[config.mk]
export PLATFORM = sky130hd
export DESIGN_NAME = scan_chain_ctrl
export DESIGN_NICKNAME = d
export VERILOG_FILES = /design/src/rtl/scan_chain_ctrl.sv
export SDC_FILE = /design/constraint.sdc
export NUM_CORES = 1
export LEC_CHECK = 0
export CORE_MARGIN = 1
export CORE_UTILIZATION = 54
export DETAILED_ROUTE_END_ITERATION = 8
export GPL_TIMING_DRIVEN = 0
export PLACE_DENSITY_LB_ADDON = 0.08
export SYNTH_ARGS = -nofsm -noshare
export SYNTH_HDL_FRONTEND = slang
export SYNTH_SLANG_ARGS = --single-unit
[constraint.sdc]
create_clock -name clki -period 6.8 [get_ports clki]
set_clock_uncertainty 0.2 [all_clocks]
set_input_delay 1.36 -clock clki [delete_from_list [all_inputs] [get_ports clki]]
set_output_delay 1.36 -clock clki [all_outputs]
set_load 0.005 [all_outputs]
[src/rtl/scan_chain_ctrl.sv]
// scan_chain_ctrl: serial scan-chain master, shifts data_in out MSB-first while capturing data_out.
// Define SCAN_LOAD_EN to add the SC_load shadow-register strobe ahead of SC_done.
module scan_chain_ctrl #(
  parameter int CHAIN_LEN = 100,
  parameter int CLK_DIV   = 50
) (
  input  logic                 clki,
  input  logic                 reset,
  input  logic                 SC_clk_enb,
  input  logic                 SC_data_enb,
  input  logic [CHAIN_LEN-1:0] data_in,
  input  logic                 data_out,
  output logic                 SC_data,
  output logic                 SC_clk_chip,
  output logic [CHAIN_LEN-1:0] SC_out,
  output logic                 SC_done
`ifdef SCAN_LOAD_EN
  ,
  output logic                 SC_load
`endif
);
  localparam int CW = $clog2(2 * CLK_DIV + 1);
  localparam int BW = $clog2(CHAIN_LEN + 1);
  typedef enum logic [2:0] {IDLE, SETUP, HIGH, LOW, LOAD, DONE} state_t;
  state_t               state;
  logic [1:0]           sync;
  logic                 en_d;
  logic [CW-1:0]        cnt;
  logic [BW-1:0]        bits;
  logic [CHAIN_LEN:0]   sr;
  logic [CHAIN_LEN-1:0] stream;
  logic                 busy, start, last;
  assign stream = SC_data_enb ? data_in : '0;
  assign busy   = state == SETUP || state == HIGH || state == LOW;
  assign start  = sync[1] && !en_d;
  assign last   = cnt == CW'(CLK_DIV - 1);
  // sr[CHAIN_LEN] mirrors the bit currently on SC_data; sr[CHAIN_LEN-1] is the next one
  always_ff @(posedge clki) begin
    if (reset) begin
      state       <= IDLE;
      sync        <= '0;
      en_d        <= 1'b0;
      cnt         <= '0;
      bits        <= '0;
      sr          <= '0;
      SC_data     <= 1'b0;
      SC_clk_chip <= 1'b0;
      SC_out      <= '0;
      SC_done     <= 1'b0;
`ifdef SCAN_LOAD_EN
      SC_load     <= 1'b0;
`endif
    end else begin
      sync <= {sync[0], SC_clk_enb};
      en_d <= sync[1];
      cnt  <= cnt + CW'(1);
      if (busy && !sync[1]) begin
        state       <= IDLE;
        SC_clk_chip <= 1'b0;
        SC_data     <= 1'b0;
      end else begin
        case (state)
          IDLE, DONE: if (start) begin
            state   <= SETUP;
            cnt     <= '0;
            bits    <= '0;
            sr      <= {stream, 1'b0};
            SC_data <= stream[CHAIN_LEN-1];
            SC_done <= 1'b0;
          end
          SETUP: if (last) begin
            state       <= HIGH;
            cnt         <= '0;
            SC_clk_chip <= 1'b1;
          end
          HIGH: if (last) begin
            state       <= LOW;
            cnt         <= '0;
            SC_clk_chip <= 1'b0;
            SC_out      <= CHAIN_LEN'({SC_out, data_out});
            sr          <= sr << 1;
            SC_data     <= sr[CHAIN_LEN-1];
          end
          LOW: if (last) begin
            cnt <= '0;
            if (bits == BW'(CHAIN_LEN - 1)) begin
              SC_data <= 1'b0;
`ifdef SCAN_LOAD_EN
              state   <= LOAD;
              SC_load <= 1'b1;
`else
              state   <= DONE;
              SC_done <= 1'b1;
`endif
            end else begin
              state       <= HIGH;
              bits        <= bits + BW'(1);
              SC_clk_chip <= 1'b1;
            end
          end
`ifdef SCAN_LOAD_EN
          LOAD: if (cnt == CW'(2 * CLK_DIV - 1)) begin
            state   <= DONE;
            SC_load <= 1'b0;
            SC_done <= 1'b1;
          end
`endif
          default: state <= IDLE;
        endcase
      end
    end
  end
endmodule

==> metrics.cfg, run 1 <==
[finish]
finalNetCount=1478
area_growth_pct=34.8
post-route-util_pct=75.3
diodes=0
drive_above_1_share_pct=5.05
fillerInstances=1215
fin_area_um2=12100

[yosys]
synth_top_area_share_pct=49.5
muxShareOfSynthArea_pct=0
yosysSeqAreaShare_pct=49.5
synth-simple-area-share_pct=26.3
synthArstFlopShare_pct=0
netlist_top_cells_area=dfxtp_1, nand2_1, a311oi_1, a21oi_1, nand3_1
yosys-top-cells-count=nand2_1, dfxtp_1, nor2_1
ys_types=40
syn-instance-count=1141
ys_ff_latch=222
synthXorXnorAreaFrac_pct=0.878
syn_nets=1249
ys_warn_count=0
synth.avg_cell_area_um2=7.87
synth_top_cell_by_area=dfxtp_1
synth_edf_count=0
synthAdderAreaFrac_pct=0.418
netlist_area_um2=8970
yosysMostFrequentCell=nand2_1
synthFlopType=dfxtp_1
synth-compound-area-share_pct=17.8
synth_top_family_by_area=simple AND/OR/NAND/NOR gates

[floorplanning]
die_area_um2=17100
core_um2=16100
io_pins=208
num_rows=46
die_w_um=131
start_util_pct=55.9
die_h_um=131

[timing]
final_hold_viol_count=0
worst_slew_pin_slew_ns=0.897
clock.fmax_mhz=335
holdWs_ns=0.240
setup_viol_count_final=0
finalCritPeriodShare_pct=43.9
min_period_ns=2.99
relSlewSlack_pct=40.0
setup_ws_ns=3.81
drv_slew=0
timing.setup.tns_ns=0
rsz0062_at_grt=no

[run_status]
outcome=finished clean

[routing]
wl_um=23500
via_per_inst=5.54
dr.pass1.iters=7
postRouteAntennaNets=0
wl_per_cell_um=14.7
drt_drc_violations_left=0
drt_iter0_markers=620
num_vias=8881

[place]
placed_cell_area_um2=11300
dpl.hpwl_um=16400
io_buffer_count=205
post-place-ws_ns=3.58
gp_congestion=0.827

[cts]
ctsHoldBuffers=0
cts_setup_buffers=0
cts_tree=built
cts_max_level=1
clk_path_buf_depth=3
insertion_delay_ns=0.50
clk_pin_slew_worst_paths_ns=0.06
ctsResizeCount=0
numClockSinks=222
cts_buffers=22
root_buffer=clkbuf_16

[worst_setup_path]
crit_chain=clkdlybuf4s50_1
crit_start=SC_out[24]
path_buf_inv=1
rr_endpoint=SC_out[60]
end_kind=output pin
crit_family=buffers and inverters
cp_max_fo=3
worst-r2r-setup-slack_ns=3.97
critPathKind=reg -> out
crit_cells=1
cp.arrival_ns=1.43
slowest_stage=clkdlybuf4s50_1
startpoint_type=flop
rr_startpoint=cnt[0]
cp.required_ns=5.24
endpoint=SC_out[24]
rr_worst_depth=8
slowest_delay_ns=0.53

[pwr]
p_leak_nw=3.96
power.density_nw_per_um2=238
max-vdd-ir-drop_mv=0.159

[global_routing]
grt-ovfl-total=0
grt_first_pass_wirelength_um=37700
track_usage_pct=27.2
antenna_found_initial=0
grt_pass1_vias=8085
grt_max_degree=15

[min_path]
hold_class=reg -> reg

[run]
drv_cap=0

[state kept, by name, summed over array words and instances (netlist names)]
signal       cells
SC_out         100
SC_done          1
bits             7
SC_data          1
state            3
SC_clk_chip      1
en_d             1
cnt              7
sr              99
sync             2
[cells in the final DEF, fill, tap and decap left out, types with 4 or more instances in the layout]
cell type	n
a21oi_1	108
nand2_1	306
nor3_1	5
clkdlybuf4s50_1	205
nand3_1	108
bufinv_16	4
clkbuf_16	23
clkbuf_8	5
buf_4	4
buf_2	28
clkbuf_1	75
nand2b_1	4
a311oi_1	101
inv_1	6
dfxtp_1	222
o21ai_0	9
nor2_1	118
xor2_1	7
[where the power goes]
group	internal [mW]	total, mW	switching [mW]	leakage [nW]
logic	0.0997	0.197	0.0971	1.76
registers	1.34	1.35	0.0186	1.80
clock network	0.825	1.33	0.504	0.393
total	2.26	2.88	0.620	3.96
[area by class of cell]
type / count / area (um2) / area share [%]
Buffer: 103 / 437 / 3.61
Clock buffer: 32 / 659 / 5.45
Clock inverter: 8 / 143 / 1.18
Inverter: 6 / 22.5 / 0.186
Multi-Input combinational cell: 810 / 4070 / 33.7
Sequential cell: 222 / 4440 / 36.7
Tap cell: 216 / 270 / 2.23
Timing Repair Buffer: 205 / 2050 / 17.0
[layer usage]
| layer | GRT usage, % | routed length (um) | up-vias |
|---|---|---|---|
| met4 | 8.05 | 417 | 0 |
| met2 | 47.2 | 11300 | 297 |
| met5 | 0 | 0 | - |
| met1 | 34.5 | 10200 | 4130 |
| met3 | 4.68 | 1530 | 37 |
| li1 | - | - | 4417 |
[worst min path at each step]
stage	from	to	slack, ns	cells after the start
6_report	sync[0]	sync[1]	0.24	1
5_1_grt	sync[0]	sync[1]	0.26	1
4_1_cts	sync[0]	sync[1]	0.24	1
3_5_place_dp	sync[0]	sync[1]	0.23	1
3_3_place_gp	sync[0]	sync[1]	0.22	1
2_1_floorplan	sync[0]	sync[1]	0.21	1
[metrics by stage]
stage	total power, mW	cells
2_1_floorplan	1.48	1141
3_3_place_gp	1.57	1562
3_5_place_dp	1.58	1562
4_1_cts	2.89	1602
5_1_grt	2.98	1602
6_report	2.88	1602
[cell families (layout without fill, tap and decap cells)]
logic type,count (synthesis),after routing
xor gates and xnor gates,9,9
and+or+nand+nor,566,566
AOI/OAI and AO/OA,232,232
buffers and inverters,109,354
adders and majority gates,3,3
DFF,222,222
Power figures use the tool's default switching activity.
==> run 2: changes to the inputs <==
- CORE_UTILIZATION: 54 -> 45
- clock period: 6.8 -> 2.4 ns (I/O delays scaled with it)
==> metrics.cfg, run 2 (synthesized netlist as in run 1, its figures left out) <==
[place]
dp_cells=1611  ; +3.1%
dpl.hpwl_um=16600  ; +1.2%
post-place-ws_ns=-0.416  ; -4.00 ns
io_buffer_count=205  ; unchanged
gp_congestion=0.804  ; -2.8%

[floorplanning]
die_area_um2=20500  ; +20%
die_w_um=143  ; +9.4%
io_pins=208  ; unchanged
die_h_um=143  ; +9.4%
start_util_pct=46.0  ; -9.9 points
num_rows=51  ; +11%
core_um2=19500  ; +22%

[timing]
setup_viol_count_final=0  ; unchanged
min_period_ns=2.29
setup_ws_ns=0.110  ; -3.70 ns
final_hold_viol_count=0  ; unchanged
clock.fmax_mhz=437
timing.setup.tns_ns=0  ; unchanged
worst_slew_pin_slew_ns=0.702  ; -0.195 ns
relSlewSlack_pct=53.2  ; +13 points
drv_slew=0  ; unchanged
finalCritPeriodShare_pct=95.4

[routing]
wl_um=23800  ; +1.3%
via_per_inst=5.29  ; -4.5%
num_vias=8779  ; -1.1%
drt_iter0_markers=506  ; -18%
wl_per_cell_um=14.4  ; -2.2%
dr.pass1.iters=5  ; -2
postRouteAntennaNets=0  ; unchanged
drt_drc_violations_left=0  ; unchanged

[cts]
insertion_delay_ns=0.51  ; about the same
clk_pin_slew_worst_paths_ns=0.06  ; about the same
cts_max_level=1  ; unchanged
root_buffer=clkbuf_16
cts_buffers=24  ; +9.1%
numClockSinks=222  ; unchanged
clk_path_buf_depth=3  ; unchanged
cts_tree=built

[pwr]
power.net_switching_mw=1.76  ; +180%
p_sw_share_pct=22.5  ; +1.0 points
internal_power_mw=6.07  ; +170%
p_seq_share_pct=49.0  ; +2.0 points
clockPowerShare_pct=43.6  ; -2.5 points
power.density_nw_per_um2=639  ; +170%
p_leak_nw=4.02  ; +1.7%
max-vdd-ir-drop_mv=0.549  ; +250%
power_frac_comb_pct=7.4  ; +0.6 points

[worst_setup_path]
cp.required_ns=2.57  ; -2.67 ns
critPathKind=reg -> reg
worst-r2r-setup-slack_ns=0.11  ; -3.86 ns
startpoint_type=flop
end_kind=flop
cp_max_fo=10  ; +7
cp.arrival_ns=2.46  ; +1.03 ns

[finish]
finalNetCount=1487  ; +0.61%
reg_top3=SC_out (100), sr (99)
instances_no_fill=1659  ; +3.6%
regMostFlops=SC_out
mostFrequentLayoutCells=nand2_1, dfxtp_1, clkdlybuf4s50_1
largest_reg_flops=100  ; unchanged
drive_above_1_share_pct=7.54  ; +2.5 points
area_growth_pct=36.6
final_common_cell=nand2_1
post-route-util_pct=62.8  ; -13 points
fillerInstances=1808  ; +49%

[global_routing]
grt_max_degree=13  ; -2
grt_first_pass_wirelength_um=38400  ; +1.8%
grt_pass1_vias=7867  ; -2.7%
grt-ovfl-total=0  ; unchanged
antenna_found_initial=1  ; +1
track_usage_pct=22.9  ; -4.3 points

[run]
drv_cap=0  ; unchanged

[min_path]
hold_class=reg -> reg

[run_status]
outcome=finished clean

## run 2: what timing repair did
item | 4_1_cts | 5_1_grt
setup buffers | 6 | 2
setup endpoints to repair | 201 | 195
pin swaps | 5 | 7
gates resized for setup | 30 | 25
hold buffers | 0 | 0
## run 2: worst max-delay path: stages, from the launching register on
cell and delay [ns]:
dfxtp_1 0.29, buf_2 0.16, or4_4 0.54, a31oi_4 0.32, buf_6 0.18, buf_4 0.13
buf_2 0.21, a311oi_1 0.11
## run 2: routing by layer
layer / part of all wire (%) / GRT usage [%]
met1: 46 / 31.1
met2: 46 / 36.9
met3: 6.0 / 4.36
met4: 1.8 / 6.61
met5: 0.050 / 0
## run 2: area by class of cell
class                      count  area (um2)  share of cell area (%)
antenna                        1        2.50                  0.0204
buffer                       102         489                    3.99
clock buffer                  34         689                    5.62
clock inverter                 6        30.0                   0.245
inverter                       6        22.5                   0.184
multi-input combinational    810        4130                    33.7
sequential                   222        4450                    36.3
tap                          265         332                    2.70
timing repair buffer         213        2120                    17.3
## run 2: stage by stage
step | power (mW) | instance area (um2) | hold slack [ns]
after floorplan | 4.20 | 8970 | 0.214
after global placement | 4.46 | 11400 | 0.253
after detailed placement | 4.47 | 11400 | 0.244
after CTS | 7.89 | 12200 | 0.261
after global routing | 8.14 | 12300 | 0.267
final | 7.83 | 12300 | 0.256
## run 2: path summary, 6_finish.rpt
kind / start / endpoint / cells after the start
min reg2reg: cnt[0] / cnt[0] / 1
min: cnt[0] / cnt[0] / 1
max: state[1] / sr[9] / 7
max reg2reg: state[1] / sr[9] / 7
## run 2: power groups by stage
stage | sequential [mW] | combinational [mW] | clock [mW]
final | 3.84 | 0.576 | 3.42
after global routing | 3.85 | 0.631 | 3.66
after CTS | 3.84 | 0.568 | 3.49
after detailed placement | 3.92 | 0.556 | 0
after global placement | 3.91 | 0.548 | 0
after floorplan | 3.90 | 0.296 | 0
==> run 3: changes to the inputs <==
- CORE_ASPECT_RATIO: unset -> 0.6
==> metrics.cfg, run 3 (synthesized netlist as in run 1, its figures left out) <==
[run_status]
outcome=finished clean

[worst_setup_path]
critPathKind=reg -> reg
startpoint_type=flop
cp_max_fo=6  ; -4
cp.arrival_ns=2.60  ; +0.14 ns
rr_worst_depth=7  ; unchanged
crit_chain=inv_1, ha_4, or4b_4, a211oi_4, o211ai_1, or3_1, a21oi_1
slowest_delay_ns=0.50  ; -0.04 ns
end_kind=flop
cp.required_ns=2.61  ; +0.04 ns
slowest_stage=or4b_4

[finish]
largest_reg_flops=100  ; unchanged
post-route-util_pct=63.9  ; +1.2 points
drive_above_1_share_pct=7.77  ; +0.23 points
diodes=0  ; -1
reg_top3=SC_out (100), sr (99)
area_growth_pct=37.3
final_common_cell=nand2_1
finalNetCount=1484  ; -0.20%
mostFrequentLayoutCells=nand2_1, dfxtp_1, clkdlybuf4s50_1
regMostFlops=SC_out

[min_path]
hold_path_depth=1  ; unchanged
hold_class=reg -> reg

[timing]
setup_viol_count_final=0  ; unchanged
worst_slew_pin_slew_ns=0.789  ; +0.0873 ns
min_period_ns=2.39  ; +0.0981 ns
finalCritPeriodShare_pct=99.5  ; +4.1 points
final_hold_viol_count=0  ; unchanged
setup_ws_ns=0.0114  ; -0.0981 ns
holdWs_ns=0.257  ; +0.00185 ns
clock.fmax_mhz=419  ; -4.1%
relSlewSlack_pct=47.4  ; -5.8 points
drv_slew=0  ; unchanged

[global_routing]
grt_first_pass_wirelength_um=40000  ; +4.2%
met1_usage_pct=36.9  ; +5.8 points
grt-ovfl-total=0  ; unchanged
grt_pass1_vias=7809  ; -0.74%
busiest_layer=met1
use_met3_pct=3.73  ; -0.63 points
track_usage_pct=23.7  ; +0.82 points
antenna_found_initial=1  ; unchanged
grt_max_degree=15  ; +2
met2_usage_pct=34.2  ; -2.8 points

[floorplanning]
die_h_um=111  ; -22%
io_pins=208  ; unchanged
die_w_um=184  ; +29%
die_area_um2=20500  ; about the same
num_rows=39  ; -24%
core_um2=19300  ; -1.3%
start_util_pct=46.6  ; +0.60 points

[routing]
num_vias=8780  ; +0.011%
wl_um=25400  ; +6.4%
drt_drc_violations_left=0  ; unchanged
postRouteAntennaNets=0  ; unchanged
dr.pass1.iters=5  ; unchanged
drt_iter0_markers=632  ; +25%
wl_per_cell_um=15.3  ; +6.6%
via_per_inst=5.30  ; +0.19%

[pwr]
power.total_mw=7.67  ; -2.1%
p_leak_nw=4.01  ; -0.30%
power.density_nw_per_um2=622  ; -2.6%
max-vdd-ir-drop_mv=0.467  ; -15%

[place]
dpl.hpwl_um=17500  ; +5.3%
gp_congestion=0.867  ; +7.9%
post-place-ws_ns=-0.457  ; -0.0406 ns
io_buffer_count=205  ; unchanged

[cts]
cts_max_level=1  ; unchanged
clk_pin_slew_worst_paths_ns=0.07  ; about the same
clk_path_buf_depth=3  ; unchanged
insertion_delay_ns=0.49  ; -0.02 ns
cts_tree=built
cts_buffers=21  ; -13%
numClockSinks=222  ; unchanged
ctsHoldBuffers=0  ; unchanged
root_buffer=clkbuf_16

[run]
drv_cap=0  ; unchanged

==> run 3: metrics by stage <==
| step | TNS, ns | area (um2) | cells |
|---|---|---|---|
| final | 0 | 12300 | 1656 |
| after global routing | -0.135 | 12300 | 1656 |
| after CTS | 0 | 12100 | 1651 |
| after detailed placement | -62.73 | 11400 | 1612 |
| after global placement | -62.98 | 11400 | 1612 |
| after floorplan | 0 | 8970 | 1141 |
==> run 3: path summary, 6_finish.rpt <==
check                              from  slack [ns]      end
worst max-delay path             cnt[1]        0.01  bits[1]
worst min-delay path            sync[0]        0.26  sync[1]
worst max register to register   cnt[1]        0.01  bits[1]
worst min register to register  sync[0]        0.26  sync[1]
==> run 3: timing repair <==
action / CTS / global route
gates resized for setup: 28 / 65
setup buffers: 3 / 5
endpoints found under the hold margin: 0 / 0
endpoints found under the setup margin: 202 / 167
pin swaps: 2 / 7
cloned: 0 / 1
==> run 3: area by class of cell <==
class / count / area [um2]
plain buffers: 101 / 524
flip-flops and latches: 222 / 4450
well taps: 266 / 333
clock buffers: 34 / 654
clock inverters: 3 / 15.0
repair buffers: 214 / 2140
multi-input cells: 810 / 4190
fillers: 1689 / 6950
inverters: 6 / 22.5
==> run 3: critical path: cells and delay by family, from the launching register on <==
kind / cells / cell delay [ns]
AOI/OAI and AO/OA: 3 / 0.65
DFF: 1 / 0.33
buffers and inverters: 1 / 0.09
and+or+nand+nor: 2 / 0.89
adders and majority gates: 1 / 0.14
==> run 3: per-layer routing <==
metal / vias to the layer above / share of wire, % / wire length (um)
li1: 4426 / - / -
met1: 4043 / 51 / 13000
met2: 276 / 41 / 10500
met3: 33 / 5.9 / 1500
met4: 2 / 1.6 / 415
met5: - / 0.047 / 12
==> run 3: power by group <==
| group | internal (mW) | switching, mW |
|---|---|---|
| sequential | 3.78 | 0.0552 |
| clock | 1.86 | 1.38 |
| combinational | 0.302 | 0.292 |
| total | 5.94 | 1.72 |
